**src/rtl/expr_pipe_eval.sv**
```systemverilog
// Two-stage, multi-channel evaluator for mixed-signedness "a op b" expressions.
// Stage 1 registers extended operands; stage 2 evaluates, accumulates and holds results.
module expr_pipe_eval #(
  parameter int unsigned W   = 6,
  parameter int unsigned NCH = 4,
  parameter int unsigned CW  = 16
) (
  input  logic                  clk,
  input  logic                  reset,
  input  logic                  in_valid,
  output logic                  in_ready,
  input  logic [NCH*4-1:0]      in_op,
  input  logic [NCH*W-1:0]      in_a,
  input  logic [NCH*W-1:0]      in_b,
  input  logic [NCH*2-1:0]      in_sgn,
  output logic                  out_valid,
  input  logic                  out_ready,
  output logic [NCH*(W+1)-1:0]  out_y,
  output logic [NCH-1:0]        out_err,
  output logic                  err_sticky,
  output logic [CW-1:0]         txn_count
);

  localparam int unsigned RW = W + 1;

  localparam logic [3:0] OpAdd  = 4'd0;
  localparam logic [3:0] OpSub  = 4'd1;
  localparam logic [3:0] OpXnor = 4'd2;
  localparam logic [3:0] OpGe   = 4'd3;
  localparam logic [3:0] OpAshr = 4'd4;
  localparam logic [3:0] OpMul  = 4'd5;
  localparam logic [3:0] OpRed  = 4'd6;
  localparam logic [3:0] OpSel  = 4'd7;
  localparam logic [3:0] OpAcc  = 4'd8;
  localparam logic [3:0] OpClr  = 4'd9;

  typedef logic [RW-1:0] rw_t;
  typedef logic [W-1:0]  w_t;

  // Handshake / stage control
  logic s1_valid_q, s1_valid_d;
  logic s1_load, s2_load, out_hs;

  // Stage 1 operand registers
  logic [3:0]     s1_op_q   [NCH];
  logic [3:0]     s1_op_d   [NCH];
  rw_t            s1_ea_q   [NCH];
  rw_t            s1_ea_d   [NCH];
  rw_t            s1_eb_q   [NCH];
  rw_t            s1_eb_d   [NCH];
  rw_t            s1_sa_q   [NCH];
  rw_t            s1_sa_d   [NCH];
  w_t             s1_a_q    [NCH];
  w_t             s1_a_d    [NCH];
  w_t             s1_b_q    [NCH];
  w_t             s1_b_d    [NCH];
  logic [NCH-1:0] s1_sctx_q, s1_sctx_d;

  // Stage 2 results and accumulators
  rw_t                 acc_q [NCH];
  rw_t                 acc_d [NCH];
  rw_t                 res_d [NCH];
  logic [NCH-1:0]      ge_d;
  logic                out_valid_q, out_valid_d;
  logic [NCH*RW-1:0]   out_y_q, out_y_d;
  logic [NCH-1:0]      out_err_q, out_err_d;
  logic                err_sticky_q, err_sticky_d;
  logic [CW-1:0]       txn_q, txn_d;

  assign s2_load  = s1_valid_q & (~out_valid_q | out_ready);
  assign in_ready = ~s1_valid_q | s2_load;
  assign s1_load  = in_valid & in_ready;
  assign out_hs   = out_valid_q & out_ready;

  assign s1_valid_d  = s1_load | (s1_valid_q & ~s2_load);
  assign out_valid_d = s2_load | (out_valid_q & ~out_ready);

  // Operand extension: the expression context is signed only if both operands are signed,
  // while the ASHR source follows the signedness of a alone.
  always_comb begin
    s1_sctx_d = '0;
    for (int unsigned c = 0; c < NCH; c++) begin
      s1_a_d[c]    = in_a[c*W +: W];
      s1_b_d[c]    = in_b[c*W +: W];
      s1_op_d[c]   = in_op[c*4 +: 4];
      s1_sctx_d[c] = in_sgn[2*c] & in_sgn[2*c+1];
      s1_ea_d[c]   = s1_sctx_d[c] ? {s1_a_d[c][W-1], s1_a_d[c]} : {1'b0, s1_a_d[c]};
      s1_eb_d[c]   = s1_sctx_d[c] ? {s1_b_d[c][W-1], s1_b_d[c]} : {1'b0, s1_b_d[c]};
      s1_sa_d[c]   = in_sgn[2*c] ? {s1_a_d[c][W-1], s1_a_d[c]} : {1'b0, s1_a_d[c]};
    end
  end

  always_ff @(posedge clk) begin
    if (reset) begin
      s1_valid_q <= 1'b0;
    end else begin
      s1_valid_q <= s1_valid_d;
    end
  end

  always_ff @(posedge clk) begin
    if (s1_load) begin
      s1_sctx_q <= s1_sctx_d;
      for (int unsigned c = 0; c < NCH; c++) begin
        s1_op_q[c] <= s1_op_d[c];
        s1_ea_q[c] <= s1_ea_d[c];
        s1_eb_q[c] <= s1_eb_d[c];
        s1_sa_q[c] <= s1_sa_d[c];
        s1_a_q[c]  <= s1_a_d[c];
        s1_b_q[c]  <= s1_b_d[c];
      end
    end
  end

  // Stage 2 evaluation
  always_comb begin
    out_y_d   = '0;
    out_err_d = '0;
    ge_d      = '0;
    for (int unsigned c = 0; c < NCH; c++) begin
      acc_d[c] = acc_q[c];
      res_d[c] = '0;
      ge_d[c]  = s1_sctx_q[c] ? ($signed(s1_ea_q[c]) >= $signed(s1_eb_q[c]))
                              : (s1_ea_q[c] >= s1_eb_q[c]);
      case (s1_op_q[c])
        OpAdd:   res_d[c] = s1_ea_q[c] + s1_eb_q[c];
        OpSub:   res_d[c] = s1_ea_q[c] - s1_eb_q[c];
        OpXnor:  res_d[c] = s1_ea_q[c] ^ ~s1_eb_q[c];
        OpGe:    res_d[c] = {{(RW-1){1'b0}}, ge_d[c]};
        OpAshr:  res_d[c] = rw_t'($signed(s1_sa_q[c]) >>> s1_b_q[c]);
        OpMul:   res_d[c] = s1_ea_q[c] * s1_eb_q[c];
        OpRed:   res_d[c] = {{(RW-2){1'b0}}, ^s1_a_q[c], &s1_b_q[c]};
        OpSel:   res_d[c] = (s1_b_q[c] != '0) ? s1_ea_q[c] : ~s1_ea_q[c];
        OpAcc: begin
          res_d[c] = acc_q[c] + s1_ea_q[c];
          acc_d[c] = acc_q[c] + s1_ea_q[c];
        end
        OpClr: begin
          res_d[c] = acc_q[c];
          acc_d[c] = '0;
        end
        default: out_err_d[c] = 1'b1;
      endcase
      out_y_d[c*RW +: RW] = res_d[c];
    end
  end

  always_comb begin
    err_sticky_d = err_sticky_q;
    txn_d        = txn_q;
    if (out_hs) begin
      err_sticky_d = err_sticky_q | (|out_err_q);
      txn_d        = txn_q + CW'(1);
    end
  end

  // Accumulators advance only with stage 2, so a stalled beat never updates them twice.
  always_ff @(posedge clk) begin
    if (reset) begin
      out_valid_q  <= 1'b0;
      out_y_q      <= '0;
      out_err_q    <= '0;
      err_sticky_q <= 1'b0;
      txn_q        <= '0;
      for (int unsigned c = 0; c < NCH; c++) begin
        acc_q[c] <= '0;
      end
    end else begin
      out_valid_q  <= out_valid_d;
      err_sticky_q <= err_sticky_d;
      txn_q        <= txn_d;
      if (s2_load) begin
        out_y_q   <= out_y_d;
        out_err_q <= out_err_d;
        for (int unsigned c = 0; c < NCH; c++) begin
          acc_q[c] <= acc_d[c];
        end
      end
    end
  end

  assign out_valid  = out_valid_q;
  assign out_y      = out_y_q;
  assign out_err    = out_err_q;
  assign err_sticky = err_sticky_q;
  assign txn_count  = txn_q;

endmodule

```
**config.mk**
```make
export PLATFORM = sky130hd
export DESIGN_NAME = expr_pipe_eval
export DESIGN_NICKNAME = d
export VERILOG_FILES = /design/src/rtl/expr_pipe_eval.sv
export SDC_FILE = /design/constraint.sdc
export NUM_CORES = 1
export LEC_CHECK = 0
export BUFFER_PORTS_ARGS = -buffer_cell sky130_fd_sc_hd__buf_2
export CAP_MARGIN = 40
export CORE_ASPECT_RATIO = 2
export CORE_MARGIN = 2
export CORE_UTILIZATION = 43
export CTS_BUF_LIST = sky130_fd_sc_hd__clkbuf_8
export CTS_CLUSTER_SIZE = 40
export DETAILED_ROUTE_END_ITERATION = 10
export GPL_TIMING_DRIVEN = 0
export SYNTH_ARGS = -nofsm -noshare
export SYNTH_HDL_FRONTEND = slang
export SYNTH_SLANG_ARGS = --single-unit
```
**constraint.sdc**
```tcl
create_clock -name clk -period 5.3 [get_ports clk]
set_clock_uncertainty 0.05 [all_clocks]
set_input_delay 0.53 -clock clk [delete_from_list [all_inputs] [get_ports clk]]
set_output_delay 0.53 -clock clk [all_outputs]
set_load 0.005 [all_outputs]
```
==> run summary, run 1 <==
Ranked by total cell area, the synthesized netlist is headed by sky130_fd_sc_hd__edfxtp_1, sky130_fd_sc_hd__ha_1, sky130_fd_sc_hd__dfxtp_1. Following the worst setup path forward leads to its endpoint at out_y[27]. The number of cells produced by synthesis was 1684; the total half-perimeter wirelength after legalization and detailed placement was 41400 um.

Dividing the detail-routed via count by the number of cells gives 6.02. The run gives 13800 as the total number of vias. The proportion of register bits with asynchronous set or reset after synthesis was 0%; the maximum number of pins on one net before global-route repair was 57.

The vertical extent of the die came out at 267 um. STA puts the critical path data required time at 5630 ps. Global routing finished with a remaining overflow of 0. Fmax: 0.208 GHz. Setup repair after global routing left no endpoint under its margin. The most common cell in the netlist is sky130_fd_sc_hd__nor2_1. For the I/O pin count, the log shows 127.

In the synthesized netlist the dominant register cell turns out to be sky130_fd_sc_hd__edfxtp_1. Setup violations remaining at the end of the flow were counted as 0. In this run the horizontal extent of the chip is 135 um.

The tools report the net total in the final layout as 2083. For flop-to-flop paths, the worst setup slack is 490 ps. The floorplan step defined a core boundary enclosing 0.0342 mm^2. The total negative setup slack is 0 ps.

The startpoint identified for the worst register-to-register timing path is s1_a_q[3][2]. The worst hold margin is 134 ps. The total setup buffers inserted after CTS came out at 0.

Of all cell types, the one taking the most synthesized area is sky130_fd_sc_hd__edfxtp_1. Of all nets on the critical path, the largest fanout is 7. The critical path startpoint category is a flip-flop. In this run the tool buffered the top-level ports with 126 buffer cells.

The mapped netlist covers 0.0149 mm^2. The first global-routing pass estimated 78700 um of wire. The number of violations of the max-capacitance limit came out at 0. The CTS buffer count is 17, and the average wire length per cell after detail routing is 22.3 um. In this run the mean area of a mapped cell was 8.83 um^2. The synthesized design devotes to its leading area cell type 21.8% of total area. The worst setup path startpoint is s1_a_q[3][2]. The worst pin sits at a relative slew slack of 37.3%.

Clock latency on the worst-skew pair, taken at its later pin, is 510 ps. The tools report the routed wire length as 51200 um. The final count of hold timing violations came out at 0.

The arrival time at the worst endpoint is 5140 ps. In the synthesized netlist, the cells that appear most often are sky130_fd_sc_hd__nor2_1, sky130_fd_sc_hd__nand2_1, sky130_fd_sc_hd__ha_1. The run gives 14000 as the number of global-route vias before repair. The synthesized netlist contains 78 unique library cells. For the starting DRC count in detailed routing, the log shows 1010. The flow ran to the end, and the final reports show no timing, DRC or antenna violations.

The floorplan step defined a die boundary enclosing 0.0362 mm^2. In this run, synthesis produced a sequential element count of 159. For this run, the number of Yosys warnings is 0.

The register clock-pin slew on the reported worst setup and hold paths works out to 110 ps. Worst reg2reg path endpoint: out_y[27]. The root buffer selected by CTS was sky130_fd_sc_hd__clkbuf_8.

The post-detailed-route count of antenna-violating nets is 0, and the share of layout cells above drive strength 1 is 11.1%. The quantity of hold-fixing buffers added after cts is 0, and the part of the cycle the worst path needs is 90.8%. For this configuration, the core starts out at a cell density of 43.4%.

The clock net in this run drives a total of 159 sinks. Detailed-routing iteration count for the pre-antenna-repair pass: 6. The tools report the endpoint kind of the worst setup timing path as a flip-flop. The number of nets in the synthesized netlist is 1929. No sink is reached through more buffers than the 2 on the longest clock path. The path depth of the worst reg2reg path works out to 14. TritonCTS built the clock tree. The class of the tightest hold or removal check was in2reg. The initial antenna violation count was 1. The critical path in this run is classified as reg2reg. Sequential elements use 28.7% of the synthesized area. VDD sags by at most 0.155 mV. In the routed design, unresolved DRC markers number 0. For the leakage power summed over all cells, the log shows 0.00690 uW.

Dividing total power by cell area gives a power density of 227 mW/mm^2. For this run, the total global-route usage over all layers was measured as 28.8%. The smallest clock period supported by the final layout is computed as 4810 ps.

The initialized floorplan defines 96 standard-cell rows. The H-tree was split into 4 levels. The congestion estimate from routability-driven global placement came to 0.995. The layout-stage area growth over the synthesis result came out at 11.4%. Counting flops with a built-in enable in the synthesized netlist gives 108.

At the pin with the least slew margin, the transition time is 940 ps. The logs give 3415 for the number of filler cells placed in the layout and 0 for the final max-slew violation count. For the number of gates resized after cts, the log shows 0.
## per-layer routing
layer	up-vias	wire [um]	track usage, %
met5	-	0	0
li1	6409	-	-
met4	0	4530	22.3
met1	6523	17100	28.0
met2	638	27100	53.7
met3	244	2490	3.80
## sequential cells by signal, summed over array words and instances (netlist names)
name,flops
s1_op_q,16
out_valid,1
acc_q,28
err_sticky,1
txn_count,16
s1_a_q,10
s1_sctx_q,4
s1_valid_q,1
s1_ea_q,11
s1_sa_q,11
out_y,28
s1_eb_q,28
out_err,4
## worst max-delay path, cell delays in order (launching register included)
cell	delay (ps)
sky130_fd_sc_hd__edfxtp_1	530
sky130_fd_sc_hd__clkbuf_1	420
sky130_fd_sc_hd__nand2_1	150
sky130_fd_sc_hd__fa_1	550
sky130_fd_sc_hd__inv_1	40
sky130_fd_sc_hd__ha_1	270
sky130_fd_sc_hd__inv_1	50
sky130_fd_sc_hd__fa_1	500
sky130_fd_sc_hd__fa_1	450
sky130_fd_sc_hd__xor2_1	210
sky130_fd_sc_hd__xnor3_1	340
sky130_fd_sc_hd__xnor3_1	420
sky130_fd_sc_hd__xnor3_1	510
sky130_fd_sc_hd__nand2_1	110
sky130_fd_sc_hd__a41oi_1	110
## cells in the final DEF (no fill, tap or decap), types with 24 or more instances in the layout
cell type,count
sky130_fd_sc_hd__inv_1,123
sky130_fd_sc_hd__buf_2,133
sky130_fd_sc_hd__nor2b_1,37
sky130_fd_sc_hd__nand2_1,148
sky130_fd_sc_hd__clkbuf_1,73
sky130_fd_sc_hd__xnor2_1,74
sky130_fd_sc_hd__dfxtp_1,51
sky130_fd_sc_hd__a21oi_1,76
sky130_fd_sc_hd__and2_1,42
sky130_fd_sc_hd__nand2b_1,38
sky130_fd_sc_hd__mux2i_1,24
sky130_fd_sc_hd__nor2_1,152
sky130_fd_sc_hd__xor2_1,50
sky130_fd_sc_hd__ha_1,129
sky130_fd_sc_hd__edfxtp_1,108
sky130_fd_sc_hd__fa_1,40
sky130_fd_sc_hd__o21ai_0,74
sky130_fd_sc_hd__nor3_1,30
## area by class of cell
| class | count | area (um^2) | area share [%] |
|---|---|---|---|
| repair buffers | 135 | 732 | 4.42 |
| clock buffers | 19 | 262 | 1.58 |
| diodes | 1 | 2.50 | 0.0151 |
| plain buffers | 83 | 317 | 1.91 |
| multi-input cells | 1315 | 9820 | 59.3 |
| flip-flops and latches | 159 | 4260 | 25.7 |
| inverters | 127 | 477 | 2.88 |
| clock inverters | 13 | 138 | 0.831 |
| well taps | 441 | 552 | 3.33 |
## worst min-delay path by stage
stage | from | to | slack, ps | cells after the start
final | in_a[3] | s1_a_q[0][3] | 130 | 1
after detailed placement | out_y[16] | out_y[16] | 390 | 2
after global routing | in_a[3] | s1_a_q[0][3] | 110 | 1
after CTS | in_a[3] | s1_a_q[0][3] | 110 | 1
after floorplan | out_y[11] | out_y[11] | 400 | 2
after global placement | out_y[14] | out_y[14] | 390 | 2
## kinds of logic (layout without fill, tap and decap cells)
| family | count (synthesis) | count (layout) | synth area share, % |
|---|---|---|---|
| AO/OA/AOI/OAI | 405 | 405 | 18.9 |
| flip-flops | 159 | 159 | 28.7 |
| AND/OR/NAND/NOR | 568 | 568 | 19.2 |
| adder cells (fa/ha/maj) | 169 | 169 | 16.2 |
| buffers and inverters | 210 | 377 | 5.34 |
| multiplexers | 38 | 38 | 2.68 |
| XOR/XNOR | 135 | 135 | 8.97 |
| other | 0 | 1 | 0 |
## power by group
group	total [uW]	switching (uW)	leakage [uW]	internal (uW)
Combinational	1320	763	0.00521	559
Sequential	1490	93.2	0.00149	1390
Clock	944	568	0.000201	376
Total	3750	1420	0.00690	2330
## through the flow
step	util (%)	power, uW	area [um^2]	instances	setup WS, ps
floorplan	-	2400	14900	1684	1190
global placement	46.9	2800	16100	2251	523
detailed placement	47.2	2820	16200	2260	526
CTS	48.4	3770	16600	2292	503
global route	48.4	3950	16600	2293	283
finish	48.4	3750	16600	2293	486
No activity file was read; power rests on OpenSTA's default activity.
==> run 2, diff against run 1 <==
--- a/config.mk
+++ b/config.mk
@@ -7,13 +7,13 @@
 export LEC_CHECK = 0
 export BUFFER_PORTS_ARGS = -buffer_cell sky130_fd_sc_hd__buf_2
 export CAP_MARGIN = 40
-export CORE_ASPECT_RATIO = 2
 export CORE_MARGIN = 2
 export CORE_UTILIZATION = 43
 export CTS_BUF_LIST = sky130_fd_sc_hd__clkbuf_8
 export CTS_CLUSTER_SIZE = 40
 export DETAILED_ROUTE_END_ITERATION = 10
 export GPL_TIMING_DRIVEN = 0
+export PLACE_DENSITY_LB_ADDON = 0.15
 export SYNTH_ARGS = -nofsm -noshare
 export SYNTH_HDL_FRONTEND = slang
 export SYNTH_SLANG_ARGS = --single-unit
==> run 2 against run 1 <==
Sequential power about the same. Hold slack improved by 14 ps. Global-route usage decreased by 3.2 points. Final cell count increased by 0.44%. Critical path type unchanged. Critical endpoint unchanged. Largest power group unchanged.
==> run summary, run 2 (synthesis results as in run 1) <==
The run finished with clean final reports. The clock period could shrink to 4770 ps. The combinational group share of total power was 35.0%.

The starting DRC count in detailed routing was 1066. The critical register-to-register path startpoint was s1_a_q[3][2]. After clock tree synthesis, the clock-pin slew on the worst setup and hold paths is 110 ps.

The number of antenna diodes in the final layout is 0. After detailed routing, the number of remaining DRC violations is 0. For the insertion delay of the later-clocked pin in the worst-skew pair, the log shows 500 ps.

The worst pin sits at a relative slew slack of 37.2%. The final max-slew violation count is 0, and the clock sink count is 159. In this run the remaining antenna-violating nets after routing total 0.

For the pin with the worst max-slew slack, the measured transition is 928 ps. Global routing consumed, over all layers together, 25.5% of the routing resources. The tool flagged a number of max-cap violations equal to 0.

For the worst flop-to-flop path, the logic depth is 14. The die covers 0.0361 mm^2. The detailed-routing iteration count for the pre-antenna-repair pass is 6. After detailed routing, the total wire length is 45400 um.

The family with the most delay on the worst path is adder cells. Peak supply drop: 0.231 mV. Walking the worst path, the cells encountered are clkbuf_1 > nand2_1 > fa_1 > inv_1 > ha_1 > inv_1 > fa_1 > fa_1 > xor2_1 > xnor3_1 > xnor3_1 > xnor3_1 > nand2_1 > a41oi_1. The critical path startpoint category was a flip-flop.

In this run the register-to-register setup slack is 530 ps. The tools report the worst reg2reg path endpoint as out_y[27]. The number of global-route vias before repair is 12900, and the net total in the final layout is 2080.

The library cells used most frequently in the layout, excluding fill and tap cells, are sky130_fd_sc_hd__nor2_1, sky130_fd_sc_hd__nand2_1, sky130_fd_sc_hd__buf_2. The number of filler cells placed in the layout was 3400. The tools report the root buffer selected by CTS as sky130_fd_sc_hd__clkbuf_8. Of all nets on the critical path, the largest fanout is 7. At the placement stage, the worst setup path has a slack of 538 ps. The region available for standard cell placement spans 0.0343 mm^2. Of the total power, the share spent switching nets is 36.7%. After detailed routing, the average wire length per cell comes to 19.7 um. On the worst path, the slowest cell contributes a delay of 560 ps. The last weighted congestion value of the routability-driven placer is 0.991, and the net switching component of the power is 1360 uW. Share of layout cells above drive strength 1: 10.9%. The clock network burns 25.0% of the power. The H-tree generated during clock tree synthesis spans 4 levels. After clock tree synthesis, the repair step resized 0 gates. TritonCTS built the clock tree.

For this design, the slowest cell found on the critical path is sky130_fd_sc_hd__edfxtp_1. After clock tree synthesis, the setup repair step added 0 buffers. In this run the power density over the cells is 225 mW/mm^2. The routed via count divided by cell count came out at 5.79.

The part of the cycle the worst path needs is 90.0%, and the maximum number of pins on one net before global-route repair is 42. The cell-internal power is 2350 uW. Setup repair after global routing left no endpoint under its margin. Per report_power, the sequential group accounts for 40.0% of the total. The number of buffers and inverters on the critical path is 3.

From synthesis to final layout, the design area changed by 11.1%. The endpoint kind of the worst setup timing path is a flip-flop. In the post-route analysis, the smallest setup slack over all paths is 527 ps.

Summed over all layers, the global routing overflow is 0. Pin placement for this block handled 127 I/O pins. The worst-case hold path end point was s1_ea_q[1][4]. STA puts the critical path data required time at 5610 ps. In this run the tool buffered the top-level ports with 126 buffer cells. The final route contains 13300 vias. Vertical extent of the die: 190 um. The path class of the tightest hold or removal check is in2reg. The run gives 35900 um as the total half-perimeter wirelength after legalization and detailed placement. The worst hold path stage count is 1, and the final count of hold timing violations is 0. Timing would allow up to 0.210 GHz. For the site row count, the log shows 68.

Setup total negative slack on the finished layout was measured at 0 ps. The arrival time at the worst endpoint was 5080 ps. Setup violations remaining at the end of the flow were counted as 0. The maximum clock path buffer count came out at 2.

From left edge to right edge, the die measures 190 um. The startpoint identified for the worst hold timing path is in_a[10]. The first global-routing pass estimated 72100 um of wire. For the initial antenna violation count, the log shows 1.

In this run the static leakage power is 0.00688 uW. The starting density of the core was 43.4%; the quantity of hold-fixing buffers added after cts was 0. Critical path class: reg2reg.

Leading cell type in the layout, fill and taps excluded: sky130_fd_sc_hd__nor2_1. The CTS buffer count is 17, and the share of the core filled with cells in the final layout is 48.2%.
run 2: cell count changes in the layout (fill, tap and decap cells not counted), sizes merged:
cell and delta:
buf -2, bufinv +1, clkbuf -1, clkdlybuf4s18 -1, clkinv -2, clkinvlp -1, diode -1, inv +3
run 2: through the flow:
step                area (um^2)  cells  hold WS [ps]  power [uW]
floorplan                 14900   1684           399        2400
global placement          16100   2265           390        2780
detailed placement        16100   2271           391        2790
CTS                       16500   2303           110        3740
global route              16500   2303           116        3940
finish                    16500   2303           147        3710
run 2: worst register-to-register path, stage by stage, from the launching register on:
cell and delay (ps):
sky130_fd_sc_hd__edfxtp_1 560, sky130_fd_sc_hd__clkbuf_1 380, sky130_fd_sc_hd__nand2_1 150, sky130_fd_sc_hd__fa_1 550, sky130_fd_sc_hd__inv_1 40, sky130_fd_sc_hd__ha_1 260
sky130_fd_sc_hd__inv_1 50, sky130_fd_sc_hd__fa_1 500, sky130_fd_sc_hd__fa_1 460, sky130_fd_sc_hd__xor2_1 190, sky130_fd_sc_hd__xnor3_1 320, sky130_fd_sc_hd__xnor3_1 410
sky130_fd_sc_hd__xnor3_1 480, sky130_fd_sc_hd__nand2_1 130, sky130_fd_sc_hd__a41oi_1 120
run 2: final cells by class:
| class | instances | area, um^2 | area share, % |
|---|---|---|---|
| well taps | 455 | 569 | 3.45 |
| clock buffers | 18 | 248 | 1.50 |
| multi-input cells | 1315 | 9810 | 59.4 |
| inverters | 127 | 477 | 2.89 |
| plain buffers | 83 | 317 | 1.92 |
| repair buffers | 132 | 687 | 4.16 |
| clock inverters | 14 | 141 | 0.856 |
| flip-flops and latches | 159 | 4260 | 25.8 |
run 2: per-layer routing:
metal,track usage (%),vias to the layer above,part of all wire (%)
met5,0,-,0.024
met4,8.59,2,2.8
met3,3.60,90,5.6
met2,41.4,457,46
met1,35.0,6394,45
li1,-,6388,-
run 2: power groups by stage:
stage / sequential (uW) / clock, uW / combinational, uW
after floorplan: 1470 / 0 / 925
after global placement: 1510 / 0 / 1270
after detailed placement: 1510 / 0 / 1280
after CTS: 1480 / 959 / 1290
after global routing: 1490 / 1010 / 1440
final: 1480 / 928 / 1300
run 2: how the worst max path moves through the flow:
stage | start | endpoint | cells past startpoint | slack [ps]
2_1_floorplan | s1_eb_q[3][1] | out_y[27] | 14 | 1190
3_3_place_gp | s1_a_q[3][2] | out_y[27] | 14 | 590
3_5_place_dp | s1_a_q[3][2] | out_y[27] | 14 | 540
4_1_cts | s1_a_q[3][2] | out_y[27] | 14 | 530
5_1_grt | s1_a_q[3][2] | out_y[27] | 14 | 310
6_report | s1_a_q[3][2] | out_y[27] | 14 | 530
